--- config.mk ---
export PLATFORM = sky130hd
export DESIGN_NAME = byte_serial_adder
export DESIGN_NICKNAME = d
export VERILOG_FILES = /design/src/rtl/arith_pkg.sv /design/src/rtl/bit_adder.sv /design/src/rtl/byte_serial_adder.sv
export SDC_FILE = /design/constraint.sdc
export NUM_CORES = 1
export LEC_CHECK = 0
export BUFFER_PORTS_ARGS = -buffer_cell sky130_fd_sc_hd__buf_2
export CAP_MARGIN = 20
export CELL_PAD_IN_SITES_DETAIL_PLACEMENT = 0
export CELL_PAD_IN_SITES_GLOBAL_PLACEMENT = 1
export CORE_UTILIZATION = 44
export DETAILED_ROUTE_END_ITERATION = 8
export GPL_ROUTABILITY_DRIVEN = 0
export PLACE_DENSITY = 0.76
export SLEW_MARGIN = 20
export SYNTH_ARGS = -nofsm -noshare
export SYNTH_HDL_FRONTEND = slang
export SYNTH_SLANG_ARGS = --single-unit
--- constraint.sdc ---
create_clock -name clk -period 1.7 [get_ports clk]
set_input_delay 0 -clock clk [delete_from_list [all_inputs] [get_ports clk]]
set_output_delay 0 -clock clk [all_outputs]
set_load 0.005 [all_outputs]
--- src/rtl/arith_pkg.sv ---
// Shared arithmetic package for the bit-serial byte adder / subtractor pair.
// Holds the serial-FSM state encoding and the default operand width.
package arith_pkg;

    // Default operand width, shared with the byte subtractor.
    localparam int DEFAULT_WIDTH = 8;

    // Serial FSM states. Encoding 2'd3 is unused and recovers to IDLE.
    typedef enum logic [1:0] {
        IDLE = 2'd0,
        ADD  = 2'd1,
        DONE = 2'd2
    } state_t;

endpackage

--- src/rtl/bit_adder.sv ---
// Combinational single-bit full adder; the serial adder's only arithmetic cell.
// Ports:
//   bit_a, bit_b   - operand bits
//   bit_carry_in   - carry into this bit
//   bit_sum        - sum bit
//   bit_carry_out  - carry out of this bit
module bit_adder (
    input  logic bit_a,
    input  logic bit_b,
    input  logic bit_carry_in,
    output logic bit_sum,
    output logic bit_carry_out
);

    logic half;

    assign half          = bit_a ^ bit_b;
    assign bit_sum       = half ^ bit_carry_in;
    assign bit_carry_out = (bit_a & bit_b) | (bit_carry_in & half);

endmodule

--- src/rtl/byte_serial_adder.sv ---
// Bit-serial byte adder. Operands are captured on an accepted start, summed
// LSB-first through one full-adder cell over adder_size cycles, and the result
// (sum, carry out, signed overflow) is published with a one-cycle done pulse.
// Ports:
//   clk, rst_n      - clock, async active-low reset
//   start           - request strobe, sampled only in IDLE
//   byte_a, byte_b  - addends, captured on accepted start
//   byte_carry_in   - carry into bit 0, captured on accepted start
//   byte_sum        - registered sum, held until the next completion
//   byte_carry_out  - carry out of the MSB
//   byte_overflow   - two's-complement overflow
//   busy            - high in ADD and DONE
//   done            - one-cycle result-valid pulse
module byte_serial_adder
    import arith_pkg::*;
#(
    parameter int adder_size = DEFAULT_WIDTH
) (
    input  logic                  clk,
    input  logic                  rst_n,
    input  logic                  start,
    input  logic [adder_size-1:0] byte_a,
    input  logic [adder_size-1:0] byte_b,
    input  logic                  byte_carry_in,
    output logic [adder_size-1:0] byte_sum,
    output logic                  byte_carry_out,
    output logic                  byte_overflow,
    output logic                  busy,
    output logic                  done
);

    localparam int CNT_W = $clog2(adder_size);
    localparam logic [CNT_W-1:0] CNT_LAST = CNT_W'(adder_size - 1);
    localparam logic [CNT_W-1:0] CNT_PRE  = CNT_W'(adder_size - 2);

    state_t                state_q, state_d;
    logic [adder_size-1:0] a_sh, b_sh, sum_sh;
    logic [CNT_W-1:0]      cnt;
    logic                  c, c_msb_in;
    logic                  fa_sum, fa_cout;

    bit_adder u_bit_adder (
        .bit_a         (a_sh[0]),
        .bit_b         (b_sh[0]),
        .bit_carry_in  (c),
        .bit_sum       (fa_sum),
        .bit_carry_out (fa_cout)
    );

    always_ff @(posedge clk or negedge rst_n) begin
        if (!rst_n) state_q <= IDLE;
        else        state_q <= state_d;
    end

    always_comb begin
        state_d = state_q;
        busy    = 1'b0;
        done    = 1'b0;
        case (state_q)
            IDLE: if (start) state_d = ADD;
            ADD: begin
                busy = 1'b1;
                if (cnt == CNT_LAST) state_d = DONE;
            end
            DONE: begin
                busy    = 1'b1;
                done    = 1'b1;
                state_d = IDLE;
            end
            default: state_d = IDLE;
        endcase
    end

    always_ff @(posedge clk or negedge rst_n) begin
        if (!rst_n) begin
            a_sh           <= '0;
            b_sh           <= '0;
            sum_sh         <= '0;
            cnt            <= '0;
            c              <= 1'b0;
            c_msb_in       <= 1'b0;
            byte_sum       <= '0;
            byte_carry_out <= 1'b0;
            byte_overflow  <= 1'b0;
        end else begin
            case (state_q)
                IDLE: begin
                    if (start) begin
                        a_sh <= byte_a;
                        b_sh <= byte_b;
                        c    <= byte_carry_in;
                        cnt  <= '0;
                    end
                end
                ADD: begin
                    sum_sh <= {fa_sum, sum_sh[adder_size-1:1]};
                    a_sh   <= a_sh >> 1;
                    b_sh   <= b_sh >> 1;
                    c      <= fa_cout;
                    cnt    <= cnt + 1'b1;
                    // Carry out of bit adder_size-2 is the carry into the MSB.
                    if (cnt == CNT_PRE) c_msb_in <= fa_cout;
                    // Publish on the edge that enters DONE; the final sum bit
                    // is taken straight from the cell, not from sum_sh.
                    if (cnt == CNT_LAST) begin
                        byte_sum       <= {fa_sum, sum_sh[adder_size-1:1]};
                        byte_carry_out <= fa_cout;
                        byte_overflow  <= c_msb_in ^ fa_cout;
                    end
                end
                default: ;
            endcase
        end
    end

endmodule
* Word-level counts from Yosys, hierarchy flattened *
Index checks and enable logic that the tools add are counted.

storage, ports and cells
  bits in registers = 41
  bits in latches = 0
  RAM bits = 0
  bits in read-only memories = 0
  bits of input ports = 20
  output and inout bits = 12
  memories = 0

cells by class
  add/subtract/negate cells = 1
  multiply operators = 0
  divide/modulo/power cells = 0
  magnitude comparators = 0
  equality and inequality tests = 6
  shifts and indexed selects = 0
  multiplexer cells = 13
  bitwise operators = 6
  reductions and logical operators = 7

operators by type and width
  cell                   count
  $pmux W8 S2            2
  $mux W8                2
  $reduce_and A2 Y1      4
  $eq A3 B3 Y1 const B   2
  $pmux W3 S2            1
  $mux W2                2
  $ne A2 B2 Y1 const B   2
  $pmux W2 S2            1
  $add A3 B1 Y3 const B  1
  $mux W1                3
  $mux W3                1
  $xor A1 B1 Y1          3
  $and A1 B1 Y1          2
  $eq A2 B1 Y1 const B   1
  $eq A2 B2 Y1 const B   1
  $logic_not A2 Y1       1
  $pmux W1 S2            1
  $reduce_bool A2 Y1     1
  $reduce_or A2 Y1       1
  $or A1 B1 Y1           1

* Logic depth before layout (Yosys ltp) *
Gate-level depths: netlist of the first run.

  word-level depth = 4
  gate-level depth with buffers = 7
  gate-level depth less buffers = 5

* By module *
A second synthesis of the first run with hierarchy kept.

unflattened totals
  cells, all modules = 167
  area total of the unflattened synthesis = 1926.8 µm²

modules (own cells, without submodules)
  module             times used  cells each  area an instance (µm²)
  byte_serial_adder  1           166         1906.8
  bit_adder          1           1           20.0

* Worst setup path after synthesis of the first run *
No wires, ideal clock.

  path kind = register to register
  start = register cnt[0]
  end = register byte_carry_out
  setup time = 125 ps
  data arrival time = 1374 ps
  setup slack = 201 ps
  stages on the path, launching flop included = 6
  path buffers = 1
  cells stage by stage = dfrtp_1 > ha_1 > ha_1 > nand2_1 > buf_2 > mux2_2

between the ends
  longest elaborated chain between the ends = 2

ends and longest elaborated chain
  what                                RTL line                  text
  start, declared                     byte_serial_adder.sv:38   logic [CNT_W-1:0] cnt;
  start signal, assigned              byte_serial_adder.sv:100  cnt <= cnt + 1'b1;
  $eq A3 B3 Y1                        byte_serial_adder.sv:105  if (cnt == CNT_LAST) begin
  $reduce_and A2 Y1 (no source line)  n/a
  end signal, assigned                byte_serial_adder.sv:107  byte_carry_out <= fa_cout;
  end, declared                       byte_serial_adder.sv:26   output logic byte_carry_out,

No other way between the ends.
A chain may end at the register's enable or synchronous reset.

* Final worst setup path of the first run *
  start = register cnt[0]
  end = register byte_sum[2]

between the ends
  longest elaborated chain between the ends = 2

ends and longest elaborated chain
  what                                RTL line                  text
  $eq A3 B3 Y1                        byte_serial_adder.sv:105
  $reduce_and A2 Y1 (no source line)  n/a
  end signal, assigned                byte_serial_adder.sv:106  byte_sum <= {fa_sum, sum_sh[adder_size-1:1]};
  end, declared                       byte_serial_adder.sv:25   output logic [adder_size-1:0] byte_sum,

No other way between the ends.

==> metrics.md, run 1 <==
| Metric | Value |
|---|---|
| Final Skew | `about 0.0049 ns` |
| Cell family with most CP delay | `adder cells` |
| Die area | `4707 µm²` |
| Area Growth Syn to Fin | `20.19%` |
| Detailed Route WL | `just over 4 mm` |
| WP data arrival | `1.77 ns` |
| Vias in the first global route | `1494` |
| Main synth FF type | `dfrtp_1` |
| Pin count of the biggest net entering global routing | `41` |
| Final setup violation count | `0` |
| Share of cells above drive strength 1 | `41.06%` |
| Final ANT Viol Nets | `0` |
| Buf/Inv on CP | `1` |
| Vias/cell | `5.584` |
| HP Class | `in -> reg` |
| Worst-margin pin slew | `0.2846 ns` |
| Starting DRC count in detailed routing | `47` |
| Reg area | `1001 µm²` |
| Post-synthesis sequential area ratio | `51.28%` |
| Htree depth | `2` |
| Peak fanout along the critical path | `11` |
| Async SR Flop Fraction | `100.0%` |
| Post-CTS setup buffers | `0` |
| Crit-path most repeated cell | `ha_1` |
| Total chip power | `~4.3 mW` |
| R2R setup slack | `0.11 ns` |
| Max-cap violations | `0` |
| CTS tree | `built` |
| Area taken by multi-input logic gates | `829.5 µm²` |
| Crit start category | `register` |
| Power density over cell area | `1836 nW/µm²` |
| Die Y | `68.61 µm` |
| Clock Tree Root | `clkbuf_8` |
| Status | `complete, no violations` |
| Die Width | `68.61 µm` |
| IO Pins | `32` |
| Post-Route Setup TNS | `0 ns` |
| Row Count | `23` |
| Finished Cell Area | `between 2000 and 2500 µm²` |
| N_diodes | `0` |
| Setup Crit Path Kind | `reg -> reg` |
| First-pass GRT wire length | `6.837 mm` |
| Synthesized area | `1952 µm²` |
| Number of synthesized flops with an enable pin | `0` |
| Cells after Synth | `163` |
| Syn nets | `190` |
| Slowest-stage cell, CP | `dfrtp_1` |
| Drt pass-1 iters | `4` |
| Fin util | `between 50% and 60%` |
| Clk Latency, worst-skew pair | `0.29 ns` |
| Avg Inst Size Synth | `11.97 µm²` |
| Initial antenna violation count | `0` |
| Vias | `around 1400` |
| Clock Pin Slew Worst Setup and Hold Paths | `0.08 ns` |
| Final hold viol count | `0` |
| Leakage | `approximately 1.1 nW` |
| DP HPWL | `2.897 mm` |
| CTS Sinks | `40` |
| Drt wl/cell | `15.91 µm` |
| Layout Nets | `~230` |
| Grt total ovfl | `0` |
| Clock buffer depth | `2` |
| Crit-path cells | `ha_1 -> ha_1 -> nand2_1 -> buf_12 -> mux2_2` |
| Final Slew Violations | `0` |
| Overall Global Routing Usage | `20.27%` |
| Drt drc | `0` |
| Area after DPL | `about 2200 µm²` |
| Peak VDD IR | `about 830 µV` |
| FILL cells | `363` |
| Number of port buffers | `31` |
| CP required | `1.87 ns` |
| RSZ-0062 raised after global routing | `no` |
| Initial Util | `47.43%` |
| Fmax | `0.6270 GHz` |
| CORE AREA | `~4000 µm²` |
| Inserted Clock Buffers | `5` |
| Crit share post-route | `93.81%` |
| Crit path largest cell delay | `about 0.42 ns` |
| Relative slew slack | `80.90%` |
| Yosys reg bits | `40` |
| Hold_ws | `0.03756 ns` |
| Crit. End Element | `register` |
| Synth cell types | `34` |
| Tmin final | `1.595 ns` |
| Number of synthesis warnings | `0` |
==> worst paths after layout <==
| path | start | cells after the start | end |
|---|---|---|---|
| min in group asynchronous | rst_n | 3 | byte_sum[4] |
| min reg2reg | byte_overflow | 2 | byte_overflow |
| max in group asynchronous | rst_n | 3 | c_msb_in |
| max reg2reg | cnt[0] | 5 | byte_sum[2] |
| max | cnt[0] | 5 | byte_sum[2] |
| min | byte_a[5] | 3 | a_sh[5] |
==> registers in the layout, indices dropped and copies added (netlist names) <==
register	cells
a_sh	8
b_sh	8
byte_carry_out	1
byte_overflow	1
byte_sum	8
c	1
c_msb_in	1
cnt	3
state_q	2
sum_sh	7
==> per-stage QoR <==
step / setup slack [ns] / cells
3_3_place_gp: 0.1686 / 246
5_1_grt: 0.01633 / 257
3_5_place_dp: 0.09422 / 246
6_report: 0.1052 / 257
2_1_floorplan: 0.2011 / 163
4_1_cts: 0.06267 / 257
==> worst min-delay path, delay by kind of cell <==
kind | cells | cell delay [ns]
buffers and inverters | 1 | 0.09
AO/OA/AOI/OAI | 2 | 0.19
==> kinds of logic (layout without fill, tap and decap cells) <==
kind of cell,count (synthesis),in the layout,share of synthesized area (%)
AO/OA/AOI/OAI,41,41,16.86
XOR/XNOR,1,1,0.4488
adder cells (fa/ha/maj),7,7,4.872
buffers and inverters,22,66,6.602
flip-flops,40,40,51.28
multiplexers,17,17,9.808
AND/OR/NAND/NOR,35,35,10.13
==> repair_timing <==
item	in CTS	in global routing
hold buffers	3	0
resized for setup	0	2
endpoints found under the hold margin	42	0
setup endpoints to repair	0	10
==> power breakdown <==
group / total [mW] / leakage (nW) / internal [mW] / switching (mW)
clock network: 0.760 / 0.0552 / 0.436 / 0.325
logic: 1.87 / 0.578 / 0.939 / 0.934
registers: 1.67 / 0.490 / 1.38 / 0.290
total: 4.31 / 1.12 / 2.76 / 1.55
==> metal layers <==
| metal | GRT usage [%] | routed length [µm] |
|---|---|---|
| met5 | 0 | 0 |
| met2 | 33.33 | 2038 |
| met1 | 24.92 | 1850 |
| met4 | 10.94 | 23 |
| met3 | 3.947 | 175 |
==> Yosys cell counts (2+ instances only) <==
master    count  area (µm²)
dfrtp_1      40        1001
mux2_2       17       191.4
inv_1        11       41.29
nor2_1        9       33.78
o22ai_1       9       56.30
o21ai_0       7       35.03
a21oi_1       6       30.03
a221oi_2      6       90.09
ha_1          6       75.07
nand3_1       5       25.02
buf_2         4       20.02
nand2_1       4       15.01
nor3_1        4       20.02
o221a_2       4       45.04
buf_6         3       33.78
o22a_1        3       26.28
or3_1         3       18.77
a211oi_1      2       15.01
and3_2        2       15.01
buf_4         2       15.01
nand2b_1      2       12.51
nand4_1       2       12.51
==> layout make-up <==
type,count,share of cell area (%)
clock inverters,2,1.493
repair buffers,46,12.80
well taps,50,2.667
multi-input cells,101,35.36
flip-flops and latches,40,42.67
clock buffers,6,3.093
inverters,12,1.920
==> placed cells by master, fill, tap and decap left out, types with 3 or more instances in the layout <==
cell type      instances
o221a_2                4
dlygate4sd3_1          3
buf_2                 31
a21oi_1                6
o22ai_1                9
dfrtp_1               40
o22a_1                 3
ha_1                   5
a221oi_2               6
nor2_1                 9
mux2_2                17
clkbuf_8               5
nand3_1                5
o21ai_0                7
inv_1                 11
nor3_1                 4
or3_1                  3
buf_4                 10
nand2_1                4
(Power assumes the default switching activity.)
==> run 2: changes to the inputs <==
--- a/config.mk
+++ b/config.mk
@@ -9,10 +9,10 @@
 export CAP_MARGIN = 20
 export CELL_PAD_IN_SITES_DETAIL_PLACEMENT = 0
 export CELL_PAD_IN_SITES_GLOBAL_PLACEMENT = 1
-export CORE_UTILIZATION = 44
+export CORE_UTILIZATION = 48
 export DETAILED_ROUTE_END_ITERATION = 8
 export GPL_ROUTABILITY_DRIVEN = 0
-export PLACE_DENSITY = 0.76
+export PLACE_DENSITY = 0.82
 export SLEW_MARGIN = 20
 export SYNTH_ARGS = -nofsm -noshare
 export SYNTH_HDL_FRONTEND = slang
==> constraint.sdc (replaced) <==
create_clock -name clk -period 1.9 [get_ports clk]
set_input_delay 0 -clock clk [delete_from_list [all_inputs] [get_ports clk]]
set_output_delay 0 -clock clk [all_outputs]
set_load 0.005 [all_outputs]
==> run 2 against run 1 <==
  * Combinational power down 14%
  * Design area down 2.7%
  * Cell count down 2.7%
  * Maximum frequency down 12%
  * Critical path depth up 1
  * Sequential share of layout area up 1.2 points
  * Routed wire length down 6.2%
  * Via count down 2.4%
  * Critical endpoint is now b_sh[0]
  * Largest cell class unchanged
  * Highest routed layer unchanged
==> metrics.md, run 2 (same netlist as run 1, synthesis figures left out) <==
| Metric | Value |
|---|---|
| Number of port buffers | `31 (unchanged)` |
| Dpl ws | `0.1175 ns (+0.02326 ns)` |
| Row Count | `22 (-4.3%)` |
| Worst-margin pin slew | `0.8809 ns (+0.5963 ns)` |
| Commonest non-fill, non-tap cell in the layout | `dfrtp_1` |
| HP Class | `in -> reg` |
| Final Slew Violations | `0 (unchanged)` |
| Area Growth Syn to Fin | `16.92%` |
| Crit-path cells | `inv_1 -> ha_1 -> buf_4 -> nand2_2 -> o22a_1 -> o221a_2` |
| Clock buffer depth | `2 (unchanged)` |
| Sw Ratio | `36.27% (+0.33 points)` |
| N_diodes | `0 (unchanged)` |
| Area after DPL | `2136 µm² (-3.0%)` |
| Post-route setup slack | `0.08645 ns (-0.01876 ns)` |
| Vias | `1401 (-2.4%)` |
| Crit. End Element | `register` |
| Initial antenna violation count | `0 (unchanged)` |
| Relative slew slack | `41.28% (-40 points)` |
| Vias in the first global route | `1443 (-3.4%)` |
| Leakage | `1.088 nW (-3.1%)` |
| Clock share of power | `18.2% (+0.5 points)` |
| Drt wl/cell | `15.33 µm (-3.6%)` |
| CTS tree | `built` |
| Crit path largest cell delay | `0.40 ns (-0.02 ns)` |
| WHS Endpoint | `a_sh[5]` |
| Post-Route Setup TNS | `0 ns (unchanged)` |
| Detailed Route WL | `3.833 mm (-6.2%)` |
| R2R setup slack | `0.09 ns (-0.02 ns)` |
| Commonest non-fill, non-tap cells in the layout | `40 x dfrtp_1, 31 x buf_2, 17 x mux2_2` |
| Max-cap violations | `0 (unchanged)` |
| Layout Nets | `228 (-2.1%)` |
| Finished Cell Area | `2282 µm² (-2.7%)` |
| Crit share post-route | `95.45% (+1.6 points)` |
| Crit start category | `register` |
| Worst hold start | `byte_a[5]` |
| Logic pwr share | `42.2% (-1.3 points)` |
| Final ANT Viol Nets | `0 (unchanged)` |
| Fin util | `60.52% (+3.5 points)` |
| Pin count of the biggest net entering global routing | `41 (unchanged)` |
| Inserted Clock Buffers | `5 (unchanged)` |
| Tmin final | `1.814 ns (+0.2188 ns)` |
| Starting DRC count in detailed routing | `94 (+100%)` |
| Drt drc | `0 (unchanged)` |
| Grt total ovfl | `0 (unchanged)` |
| Power density over cell area | `1660 nW/µm² (-9.5%)` |
| WP data arrival | `2.00 ns (+0.23 ns)` |
| Vias/cell | `5.604 (+0.36%)` |
| Final hold viol count | `0 (unchanged)` |
| Share of cells above drive strength 1 | `39.60% (-1.5 points)` |
| Hold path cells | `3 (unchanged)` |
| Overall Global Routing Usage | `20.41% (+0.14 points)` |
| RSZ-0062 raised after global routing | `no` |
| Peak fanout along the critical path | `17 (+6)` |
| Final setup violation count | `0 (unchanged)` |
| Fmax | `0.5514 GHz (-12%)` |
| First-pass GRT wire length | `6.472 mm (-5.3%)` |
| Initial Util | `51.76% (+4.3 points)` |
| Status | `complete, no violations` |
| Clk Latency, worst-skew pair | `0.29 ns (about the same)` |
| Final Skew | `0.007228 ns (+0.002369 ns)` |
| DP HPWL | `2.758 mm (-4.8%)` |
| IO Pins | `32 (unchanged)` |
| Die area | `4326 µm² (-8.1%)` |
| Clock Tree Root | `clkbuf_8` |
| Peak VDD IR | `734.3 µV (-12%)` |
| CP required | `2.09 ns (+0.22 ns)` |
| Total chip power | `3.789 mW (-12%)` |
| Htree depth | `2 (unchanged)` |
| RR Startpoint | `state_q[0]` |
| Post-CTS setup buffers | `0 (unchanged)` |
| Slowest-stage cell, CP | `dfrtp_1` |
| Drt pass-1 iters | `4 (unchanged)` |
| Die Y | `65.77 µm (-4.1%)` |
| Top flop regs | `a_sh (8), b_sh (8), byte_sum (8)` |
| Psw | `1.374 mW (-11%)` |
| Internal power | `2.415 mW (-12%)` |
| Reg-to-Reg End | `b_sh[0]` |
| Die Width | `65.77 µm (-4.1%)` |
| Reg2Reg Depth | `6 (+1)` |
| CTS Sinks | `40 (unchanged)` |
| Clock Pin Slew Worst Setup and Hold Paths | `0.08 ns (about the same)` |
| Sequential share of power | `39.5% (+0.6 points)` |
| Setup Crit Path Kind | `reg -> reg` |
| CORE AREA | `3771 µm² (-8.4%)` |
==> run 2: cell count changes in the layout (fill, tap and decap cells not counted), sizes merged <==
| cell | before | now |
|---|---|---|
| clkinvlp | 0 | 1 |
| buf | 43 | 38 |
| clkbuf | 6 | 5 |
==> run 2: critical path, delay by kind of cell (launching register included) <==
kind	cells	cell delay [ns]
AO/OA/AOI/OAI	2	0.47
flip-flops	1	0.40
buffers and inverters	2	0.36
adder cells (fa/ha/maj)	1	0.28
AND/OR/NAND/NOR	1	0.19
==> run 2: worst max-delay path by stage <==
| stage | start | endpoint | slack [ns] |
|---|---|---|---|
| detailed placement | state_q[0] | a_sh[4] | 0.12 |
| CTS | state_q[0] | b_sh[0] | 0.12 |
| global placement | state_q[0] | a_sh[4] | 0.22 |
| finish | state_q[0] | b_sh[0] | 0.09 |
| global route | state_q[1] | b_sh[0] | 0.03 |
| floorplan | cnt[0] | byte_carry_out | 0.40 |
==> run 2: cell type report <==
cell class / instances / area [µm²]
fillers: 320 / 1489
flip-flops and latches: 40 / 1001
multi-input cells: 101 / 827.0
repair buffers: 41 / 237.7
clock buffers: 5 / 68.82
well taps: 48 / 60.06
inverters: 12 / 45.04
clock inverters: 3 / 42.54
==> run 2: per-layer routing <==
layer	part of all wire [%]	global-route usage, %
met1	45	24.44
met2	48	34.57
met3	4.5	5.862
met4	1.6	7.337
met5	0	0
==> run 2: per-stage QoR <==
stage | instances | hold slack (ns)
after floorplan | 163 | -0.2956
after global placement | 239 | 0.1601
after detailed placement | 239 | 0.1677
after CTS | 250 | 0.009830
after global routing | 250 | 0.03034
final | 250 | 0.03328
==> run 2: power groups by stage <==
| stage | logic [mW] | clock network, mW | registers [mW] |
|---|---|---|---|
| 2_1_floorplan | 1.25 | 0 | 1.45 |
| 3_3_place_gp | 1.54 | 0 | 1.49 |
| 3_5_place_dp | 1.60 | 0 | 1.51 |
| 4_1_cts | 1.61 | 0.711 | 1.50 |
| 5_1_grt | 1.77 | 0.749 | 1.54 |
| 6_report | 1.60 | 0.691 | 1.50 |
==> run 2: what timing repair did <==
| item | in CTS | in global routing |
|---|---|---|
| setup endpoints to repair | 0 | 1 |
| gates resized for setup | 0 | 1 |
| hold buffers | 3 | 0 |
| hold endpoints to repair | 42 | 0 |
